**config.mk**
```make
export PLATFORM = sky130hd
export DESIGN_NAME = eth_tx_sched
export DESIGN_NICKNAME = d
export VERILOG_FILES = /design/src/rtl/eth_tx_sched.sv
export SDC_FILE = /design/constraint.sdc
export NUM_CORES = 1
export LEC_CHECK = 0
export CAP_MARGIN = 20
export CORE_ASPECT_RATIO = 0.9
export CORE_MARGIN = 2
export CORE_UTILIZATION = 48
export DETAILED_ROUTE_END_ITERATION = 16
export PLACE_DENSITY = 0.75
export SLEW_MARGIN = 20
export SYNTH_ARGS = -nofsm -noshare
export SYNTH_HDL_FRONTEND = slang
export SYNTH_SLANG_ARGS = --single-unit
export TNS_END_PERCENT = 5
```
**constraint.sdc**
```tcl
create_clock -name aclk -period 2.1 [get_ports aclk]
set_clock_uncertainty 0.2 [all_clocks]
set_input_delay 0.525 -clock aclk [delete_from_list [all_inputs] [get_ports aclk]]
set_output_delay 0.525 -clock aclk [all_outputs]
set_load 0.01 [all_outputs]
```
**src/rtl/eth_tx_sched.sv**
```systemverilog
// GMII TX frame scheduler: one start pulse per frame, ARP/UDP alternation, inter-frame gap, watchdog.
// Start pulse follows an accepted arp_req by 2 cycles. There is no backpressure; ARP requests beyond the single slot are dropped.
module eth_tx_sched #(
    parameter int IFG_CYCLES = 12,
    parameter int TIMEOUT    = 4096,
    parameter int CNT_W      = 16
) (
    input  logic             aclk,
    input  logic             areset,
    input  logic             arp_req,
    input  logic             arp_req_oper,
    input  logic             udp_frame_ready,
    input  logic             tx_frame_done,
    output logic             eth_header_arp_tx_start,
    output logic             eth_header_ip_tx_start,
    output logic             arp_oper,
    output logic             busy,
    output logic             arp_drop,
    output logic             tx_timeout,
    output logic [CNT_W-1:0] arp_frame_cnt,
    output logic [CNT_W-1:0] udp_frame_cnt
);

    localparam int TW = (TIMEOUT > 2) ? $clog2(TIMEOUT) : 1;
    localparam int IW = (IFG_CYCLES > 1) ? $clog2(IFG_CYCLES) : 1;
    localparam logic [TW-1:0] T_LAST = TW'(TIMEOUT - 1);
    localparam logic [IW-1:0] I_LAST = IW'(IFG_CYCLES - 1);

    typedef enum logic [1:0] {
        S_IDLE,
        S_START,
        S_BUSY,
        S_IFG
    } state_t;

    state_t           state_q, state_d;
    // The granted side doubles as last_grant: it is only rewritten on the next grant.
    logic             grant_arp_q, grant_arp_d;
    logic             pending_q, pending_d;
    logic             oper_q, oper_d;
    logic             drop_q, drop_d;
    logic [TW-1:0]    timer_q, timer_d;
    logic [IW-1:0]    ifg_q, ifg_d;
    logic [CNT_W-1:0] arp_cnt_q, arp_cnt_d;
    logic [CNT_W-1:0] udp_cnt_q, udp_cnt_d;
    logic             timeout_hit;
    logic             slot_clr;
    logic             accept;

    always_ff @(posedge aclk) begin
        if (areset) begin
            state_q     <= S_IDLE;
            grant_arp_q <= 1'b0;
            pending_q   <= 1'b0;
            oper_q      <= 1'b0;
            drop_q      <= 1'b0;
            timer_q     <= '0;
            ifg_q       <= '0;
            arp_cnt_q   <= '0;
            udp_cnt_q   <= '0;
        end else begin
            state_q     <= state_d;
            grant_arp_q <= grant_arp_d;
            pending_q   <= pending_d;
            oper_q      <= oper_d;
            drop_q      <= drop_d;
            timer_q     <= timer_d;
            ifg_q       <= ifg_d;
            arp_cnt_q   <= arp_cnt_d;
            udp_cnt_q   <= udp_cnt_d;
        end
    end

    always_comb begin
        state_d     = state_q;
        grant_arp_d = grant_arp_q;
        timer_d     = timer_q;
        ifg_d       = ifg_q;
        arp_cnt_d   = arp_cnt_q;
        udp_cnt_d   = udp_cnt_q;
        timeout_hit = 1'b0;
        slot_clr    = 1'b0;
        accept      = 1'b0;
        pending_d   = pending_q;
        oper_d      = oper_q;
        drop_d      = 1'b0;

        unique case (state_q)
            S_IDLE: begin
                if (pending_q || udp_frame_ready) begin
                    // With both sides waiting, hand the slot to the side not served last.
                    grant_arp_d = pending_q && (!udp_frame_ready || !grant_arp_q);
                    state_d     = S_START;
                end
            end
            S_START: begin
                timer_d = '0;
                state_d = S_BUSY;
            end
            S_BUSY: begin
                if (tx_frame_done) begin
                    if (grant_arp_q) begin
                        arp_cnt_d = arp_cnt_q + 1'b1;
                    end else begin
                        udp_cnt_d = udp_cnt_q + 1'b1;
                    end
                    slot_clr = grant_arp_q;
                    ifg_d    = '0;
                    state_d  = S_IFG;
                end else if (timer_q == T_LAST) begin
                    timeout_hit = 1'b1;
                    slot_clr    = grant_arp_q;
                    ifg_d       = '0;
                    state_d     = S_IFG;
                end else begin
                    timer_d = timer_q + 1'b1;
                end
            end
            S_IFG: begin
                if (ifg_q == I_LAST) begin
                    state_d = S_IDLE;
                end else begin
                    ifg_d = ifg_q + 1'b1;
                end
            end
            default: state_d = S_IDLE;
        endcase

        // A request landing on the cycle the slot frees is taken, not dropped.
        accept = arp_req && (!pending_q || slot_clr);
        if (accept) begin
            pending_d = 1'b1;
            oper_d    = arp_req_oper;
        end else if (slot_clr) begin
            pending_d = 1'b0;
        end
        drop_d = arp_req && !accept;
    end

    assign eth_header_arp_tx_start = (state_q == S_START) && grant_arp_q;
    assign eth_header_ip_tx_start  = (state_q == S_START) && !grant_arp_q;
    assign arp_oper                = oper_q;
    assign busy                    = (state_q != S_IDLE);
    assign arp_drop                = drop_q;
    assign tx_timeout              = timeout_hit;
    assign arp_frame_cnt           = arp_cnt_q;
    assign udp_frame_cnt           = udp_cnt_q;

endmodule

```
==> results.py, run 1 <==
metrics = {
    "run_status": {
        "status": "complete, but fails checks",
        "violations": "setup timing",
    },
    "cts": {
        "clk_path_buf_depth": 2,
        "numCtsBuffers": 5,
        "clk_latency_ns": 0.31,
        "cts.clk_slew.worst_paths_ns": 0.10,
        "htree_num_levels": 2,
        "holdBufCountCts": 0,
        "cts_tree": "built",
        "cts.sinks": 54,
        "clockRootBuffer": "clkbuf_8",
    },
    "sta": {
        "fin_crit_ns": 2.228,
        "drv_slew": 0,
        "finalCritPeriodShare": 1.061,
        "slew_headroom": 0.7428,
        "rsz0062_at_grt": "true",
        "fin_tns_setup_ns": -0.1283,
        "finalSetupViolations": 1,
        "setup_ws_ns": -0.1283,
        "hold_violations": 0,
        "worstMarginPinSlew_ns": 0.3809,
        "max_freq_mhz": 448.8,
    },
    "run": {
        "maxCapViolCount": 0,
    },
    "worst_setup_path": {
        "crit_required_ns": 1.37,
        "crit_family": "simple AND/OR/NAND/NOR gates",
        "crit_arrival_ns": 1.50,
        "reg2reg_slack_ns": 0.05,
        "critPathMaxStageDelay_ns": 0.34,
        "worst-path-max-fanout": 2,
        "r2r_end": "udp_frame_cnt[15]",
        "criticalPathCategory": "reg2out",
        "r2r_cells": 8,
        "r2r_start": "state_q[0]",
        "path_buf_inv": 2,
        "worstPathCellList": "nand4_1 -> nor4_4 -> buf_4 -> and2_4 -> buf_6",
        "critPathSlowestCell": "dfxtp_2",
        "critPathLaunchType": "register",
        "end_kind": "output port",
    },
    "synthesis": {
        "synth_area_per_cell_um2": 8.826,
        "synth_top_area_frac": 0.3876,
        "synthTopCellsByArea": "dfxtp_1 39%, a21oi_1 4.3%, nand2_1 3.9%, nor2_1 3.8%, ha_1 3.6%",
        "async_reset_ff_frac": 0,
        "ys.flop_type": "dfxtp_1",
        "yosys.area.top_type": "dfxtp_1",
        "syn_inst": 316,
        "ys_ff_latch": 54,
        "synth_fp_nets": 330,
        "synth_seq_area_share": 0.3876,
        "yosysWarnings": 0,
        "synth_area_um2": 2789,
        "synth-edff-count": 0,
        "ys_types": 57,
    },
    "worst_hold_path": {
        "hp-start": "arp_oper",
        "worstHoldPathCells": 2,
        "hp-class": "reg2reg",
        "whs_endpoint": "arp_oper",
    },
    "finish": {
        "num_antenna_cells": 0,
        "stdcell_count": 482,
        "areaGrowthSynthToFinish_pct": 37.77,
        "fin_area_um2": 3842,
        "nets": 426,
        "drive_above_1_share": 0.2621,
    },
    "grt": {
        "grt_overflow": 0,
        "grt_pass1_vias": 2518,
        "track_usage": 0.2189,
        "top_usage_layer": "met2",
        "met3_usage": 0.04442,
        "grtUsageMet1": 0.2940,
        "grtUsageMet2": 0.3500,
        "antenna_found_initial": 0,
        "grt_max_degree": 28,
        "grt_pass1_wl_um": 11560,
    },
    "placed_design": {
        "gp_congestion": 0.8872,
        "dpl-instance-area_um2": 3656,
        "port_buffers": 43,
        "dp.cells": 473,
        "pre_cts_slack_ns": -0.4700,
        "dp_hpwl_um": 5056,
    },
    "detailed_routing": {
        "wire_per_inst_um": 14.33,
        "drc_errors": 0,
        "finalWirelength_um": 6907,
        "drtAntennaViolNets": 0,
        "drt_iter0_markers": 118,
        "drtPass1Iterations": 4,
        "viasPerCell": 5.600,
        "vias": 2699,
    },
    "floorplanning": {
        "coreArea_um2": 5660,
        "die-width_um": 84.35,
        "die_h_um": 76.32,
        "die-area_um2": 6437,
        "rows": 26,
        "initial_core_util": 0.4927,
        "io_pins": 44,
    },
    "power": {
        "p_per_area_nw_per_um2": 591.2,
        "peakVddDrop_mv": 0.4640,
        "p_leak_uw": 0.001458,
        "power.total_uw": 2272,
    },
}
==> report_power, final <==
part / leakage [µW] / switching [µW] / internal [µW]
Clock: 0.0000362 / 350 / 229
Combinational: 0.000979 / 288 / 302
Sequential: 0.000443 / 42.1 / 1060
==> timing repair <==
action,4_1_cts,5_1_grt
buffers inserted,1,1
endpoints found under the setup margin,17,19
gates resized for setup,30,19
pin swaps,13,4
gates cloned,0,0
==> metal layers <==
| layer | share of wire | wire (µm) | vias up |
|---|---|---|---|
| met1 | 0.47 | 3270 | 1263 |
| met5 | 0 | 0 | - |
| met3 | 0.045 | 310 | 13 |
| met2 | 0.47 | 3230 | 69 |
| li1 | - | - | 1354 |
| met4 | 0.014 | 96 | 0 |
==> flip-flops by register name (all words and copies together), names as in the netlist <==
signal,cells
udp_frame_cnt,16
grant_arp_q,1
ifg_q,4
arp_frame_cnt,16
arp_oper,1
state_q,2
arp_drop,1
pending_q,1
timer_q,12
==> worst reg2reg max path: stages, from the launching register on <==
cell and delay [ns]:
dfxtp_2 0.34, inv_2 0.07, ha_4 0.14, buf_12 0.13, and4b_1 0.22, nand4_1 0.12
buf_6 0.16, or4_1 0.47, a21oi_1 0.14
==> worst max-delay path by stage <==
stage	from	to	cells past startpoint
2_1_floorplan	state_q[0]	udp_frame_cnt[14]	7
3_3_place_gp	tx_frame_done	udp_frame_cnt[15]	7
3_5_place_dp	tx_frame_done	udp_frame_cnt[15]	7
4_1_cts	timer_q[1]	tx_timeout	6
5_1_grt	timer_q[4]	tx_timeout	5
6_report	timer_q[3]	tx_timeout	5
==> kinds of logic (layout without fill, tap and decap cells) <==
kind of cell	Yosys count	count (layout)	synth area share
xor+xnor	17	17	0.05339
mux	5	5	0.01839
simple gates	145	145	0.2965
buf+inv	20	116	0.03813
compound gates	67	67	0.1700
flops	54	54	0.3876
fa+ha+maj	8	8	0.03589
==> through the flow <==
stage	hold slack, ns	util
2_1_floorplan	0.2603	-
3_3_place_gp	0.2528	0.6459
3_5_place_dp	0.2831	0.6459
4_1_cts	0.2987	0.6726
5_1_grt	0.3149	0.6788
6_report	0.2963	0.6788
==> synthesized netlist by cell type, types with 6 or more instances <==
| library cell | instances |
|---|---|
| or3_1 | 11 |
| ha_1 | 8 |
| nand4_1 | 15 |
| o31ai_1 | 7 |
| inv_1 | 9 |
| nand2_1 | 29 |
| or4_1 | 6 |
| nand3_1 | 13 |
| xor2_1 | 9 |
| o21ai_0 | 16 |
| dfxtp_1 | 54 |
| a21oi_1 | 24 |
| xnor2_1 | 8 |
| nor2_1 | 28 |
==> layout make-up <==
cell class	count	area, µm²
flip-flops and latches	54	1099
fillers	486	1818
inverters	10	37.54
clock inverters	2	15.01
multi-input cells	242	1679
well taps	70	87.58
clock buffers	5	68.82
repair buffers	99	855.8
==> placed cells by master (no fill, tap or decap), types with 9 or more instances in the layout <==
master            n
a21oi_1          24
buf_4            53
clkdlybuf4s50_1  38
dfxtp_1          40
dfxtp_2          14
nand2_1          28
nand3_1          13
nand4_1          15
nor2_1           28
o21ai_0          16
or3_1            10
xor2_1            9
(Power assumes the default switching activity.)
==> run 2: changes to the inputs <==
--- a/config.mk
+++ b/config.mk
@@ -10,7 +10,7 @@
 export CORE_MARGIN = 2
 export CORE_UTILIZATION = 48
 export DETAILED_ROUTE_END_ITERATION = 16
-export PLACE_DENSITY = 0.75
+export PLACE_DENSITY = 0.74
 export SLEW_MARGIN = 20
 export SYNTH_ARGS = -nofsm -noshare
 export SYNTH_HDL_FRONTEND = slang
==> results.py, run 2 (same netlist as run 1, synthesis figures left out) <==
metrics = {
    "power": {
        "p_sw_frac": 0.2966,
        "switching_power_uw": 674.3,
        "p_int_uw": 1599,
        "power_frac_seq": 0.486,
        "peakVddDrop_mv": 0.4736,
        "comb_power_share": 0.265,
        "p_leak_uw": 0.001450,
        "p_per_area_nw_per_um2": 589.8,
        "clkPwrFrac": 0.249,
    },
    "floorplanning": {
        "initial_core_util": 0.4927,
        "die_h_um": 76.32,
        "die-area_um2": 6437,
        "die-width_um": 84.35,
        "rows": 26,
        "io_pins": 44,
        "coreArea_um2": 5660,
    },
    "sta": {
        "finalSetupViolations": 1,
        "slew_headroom": 0.7093,
        "worstMarginPinSlew_ns": 0.4306,
        "fin_crit_ns": 2.260,
        "setup_ws_ns": -0.1595,
        "hold_violations": 0,
        "fin_tns_setup_ns": -0.1595,
        "drv_slew": 0,
        "max_freq_mhz": 442.6,
        "finalCritPeriodShare": 1.076,
        "rsz0062_at_grt": "true",
    },
    "grt": {
        "track_usage": 0.2253,
        "grt_pass1_vias": 2627,
        "grt_overflow": 0,
        "grt_pass1_wl_um": 12070,
        "grt_max_degree": 28,
        "antenna_found_initial": 0,
    },
    "finish": {
        "stdcell_count": 481,
        "num_antenna_cells": 0,
        "final_cell_mix": "53 x buf_4, 41 x dfxtp_1, 38 x clkdlybuf4s50_1",
        "nets": 425,
        "fin_area_um2": 3855,
        "final_common_cell": "buf_4",
        "drive_above_1_share": 0.2603,
        "fin_util": 0.6810,
        "areaGrowthSynthToFinish_pct": 38.22,
    },
    "placed_design": {
        "dpl-instance-area_um2": 3649,
        "dp.cells": 472,
        "gp_congestion": 0.8877,
        "port_buffers": 43,
        "dp_hpwl_um": 5063,
    },
    "cts": {
        "cts.sinks": 54,
        "clk_path_buf_depth": 2,
        "cts_tree": "built",
        "numCtsBuffers": 5,
        "cts.clk_slew.worst_paths_ns": 0.10,
        "htree_num_levels": 2,
        "clk_latency_ns": 0.30,
        "clockRootBuffer": "clkbuf_8",
        "holdBufCountCts": 0,
    },
    "run": {
        "maxCapViolCount": 0,
    },
    "detailed_routing": {
        "drc_errors": 0,
        "drtPass1Iterations": 4,
        "wire_per_inst_um": 14.45,
        "vias": 2691,
        "drt_iter0_markers": 122,
        "finalWirelength_um": 6950,
        "drtAntennaViolNets": 0,
        "viasPerCell": 5.595,
    },
    "worst_hold_path": {
        "hp-class": "reg2reg",
    },
    "worst_setup_path": {
        "crit_arrival_ns": 1.53,
        "criticalPathCategory": "reg2out",
        "critPathMaxStageDelay_ns": 0.36,
        "critPathLaunchType": "register",
        "crit_required_ns": 1.37,
        "reg2reg_slack_ns": 0,
        "worstPathCellList": "nand4_1 -> nor4_4 -> buf_4 -> and2_4 -> buf_6",
        "critPathSlowestCell": "dfxtp_2",
        "worst-path-max-fanout": 4,
        "end_kind": "output port",
    },
    "run_status": {
        "status": "complete, but fails checks",
        "violations": "setup timing",
    },
}
[run 2: area by class of cell]
cell class,instances,area (µm²)
clock inverter,1,7.507
inverter,10,37.54
multi-input combinational,242,1699
clock buffer,6,72.57
timing repair buffer,98,850.8
sequential,54,1100
fill,476,1805
tap,70,87.58
[run 2: per-stage QoR]
| step | power [µW] | setup slack, ns | hold slack [ns] |
|---|---|---|---|
| floorplan | 1407 | 0.04488 | 0.2603 |
| finish | 2274 | -0.1595 | 0.2749 |
| global route | 2401 | -0.2296 | 0.3014 |
| CTS | 2243 | -0.1567 | 0.2759 |
| detailed placement | 1687 | -0.4883 | 0.2540 |
| global placement | 1671 | -0.4396 | 0.2523 |
[run 2: final timing paths]
check,endpoint,cells past startpoint,start
worst min-delay path,arp_oper,2,arp_oper
worst max register to register,timer_q[9],7,state_q[1]
worst max-delay path,tx_timeout,5,timer_q[6]
worst min register to register,arp_oper,2,arp_oper
[run 2: critical path, delay by kind of cell (launching register included)]
kind	cells	cell delay (ns)
DFF	1	0.36
and+or+nand+nor	3	0.63
buffers and inverters	2	0.25
[run 2: power by group through the flow]
stage | combinational, µW | sequential (µW) | clock [µW]
final | 601 | 1110 | 567
after global routing | 661 | 1110 | 627
after CTS | 566 | 1100 | 579
after detailed placement | 570 | 1120 | 0
after global placement | 556 | 1120 | 0
after floorplan | 302 | 1100 | 0
[run 2: what timing repair did]
action	4_1_cts	5_1_grt
endpoints found under the setup margin	20	28
pin swaps	9	10
setup buffers	2	0
gates resized for setup	26	26
[run 2: metal layers]
metal,track usage,wire (µm),vias up
li1,-,-,1368
met1,0.3130,3240,1230
met2,0.3524,3193,84
met3,0.04225,445,9
met4,0.07778,71,0
met5,0,0,-
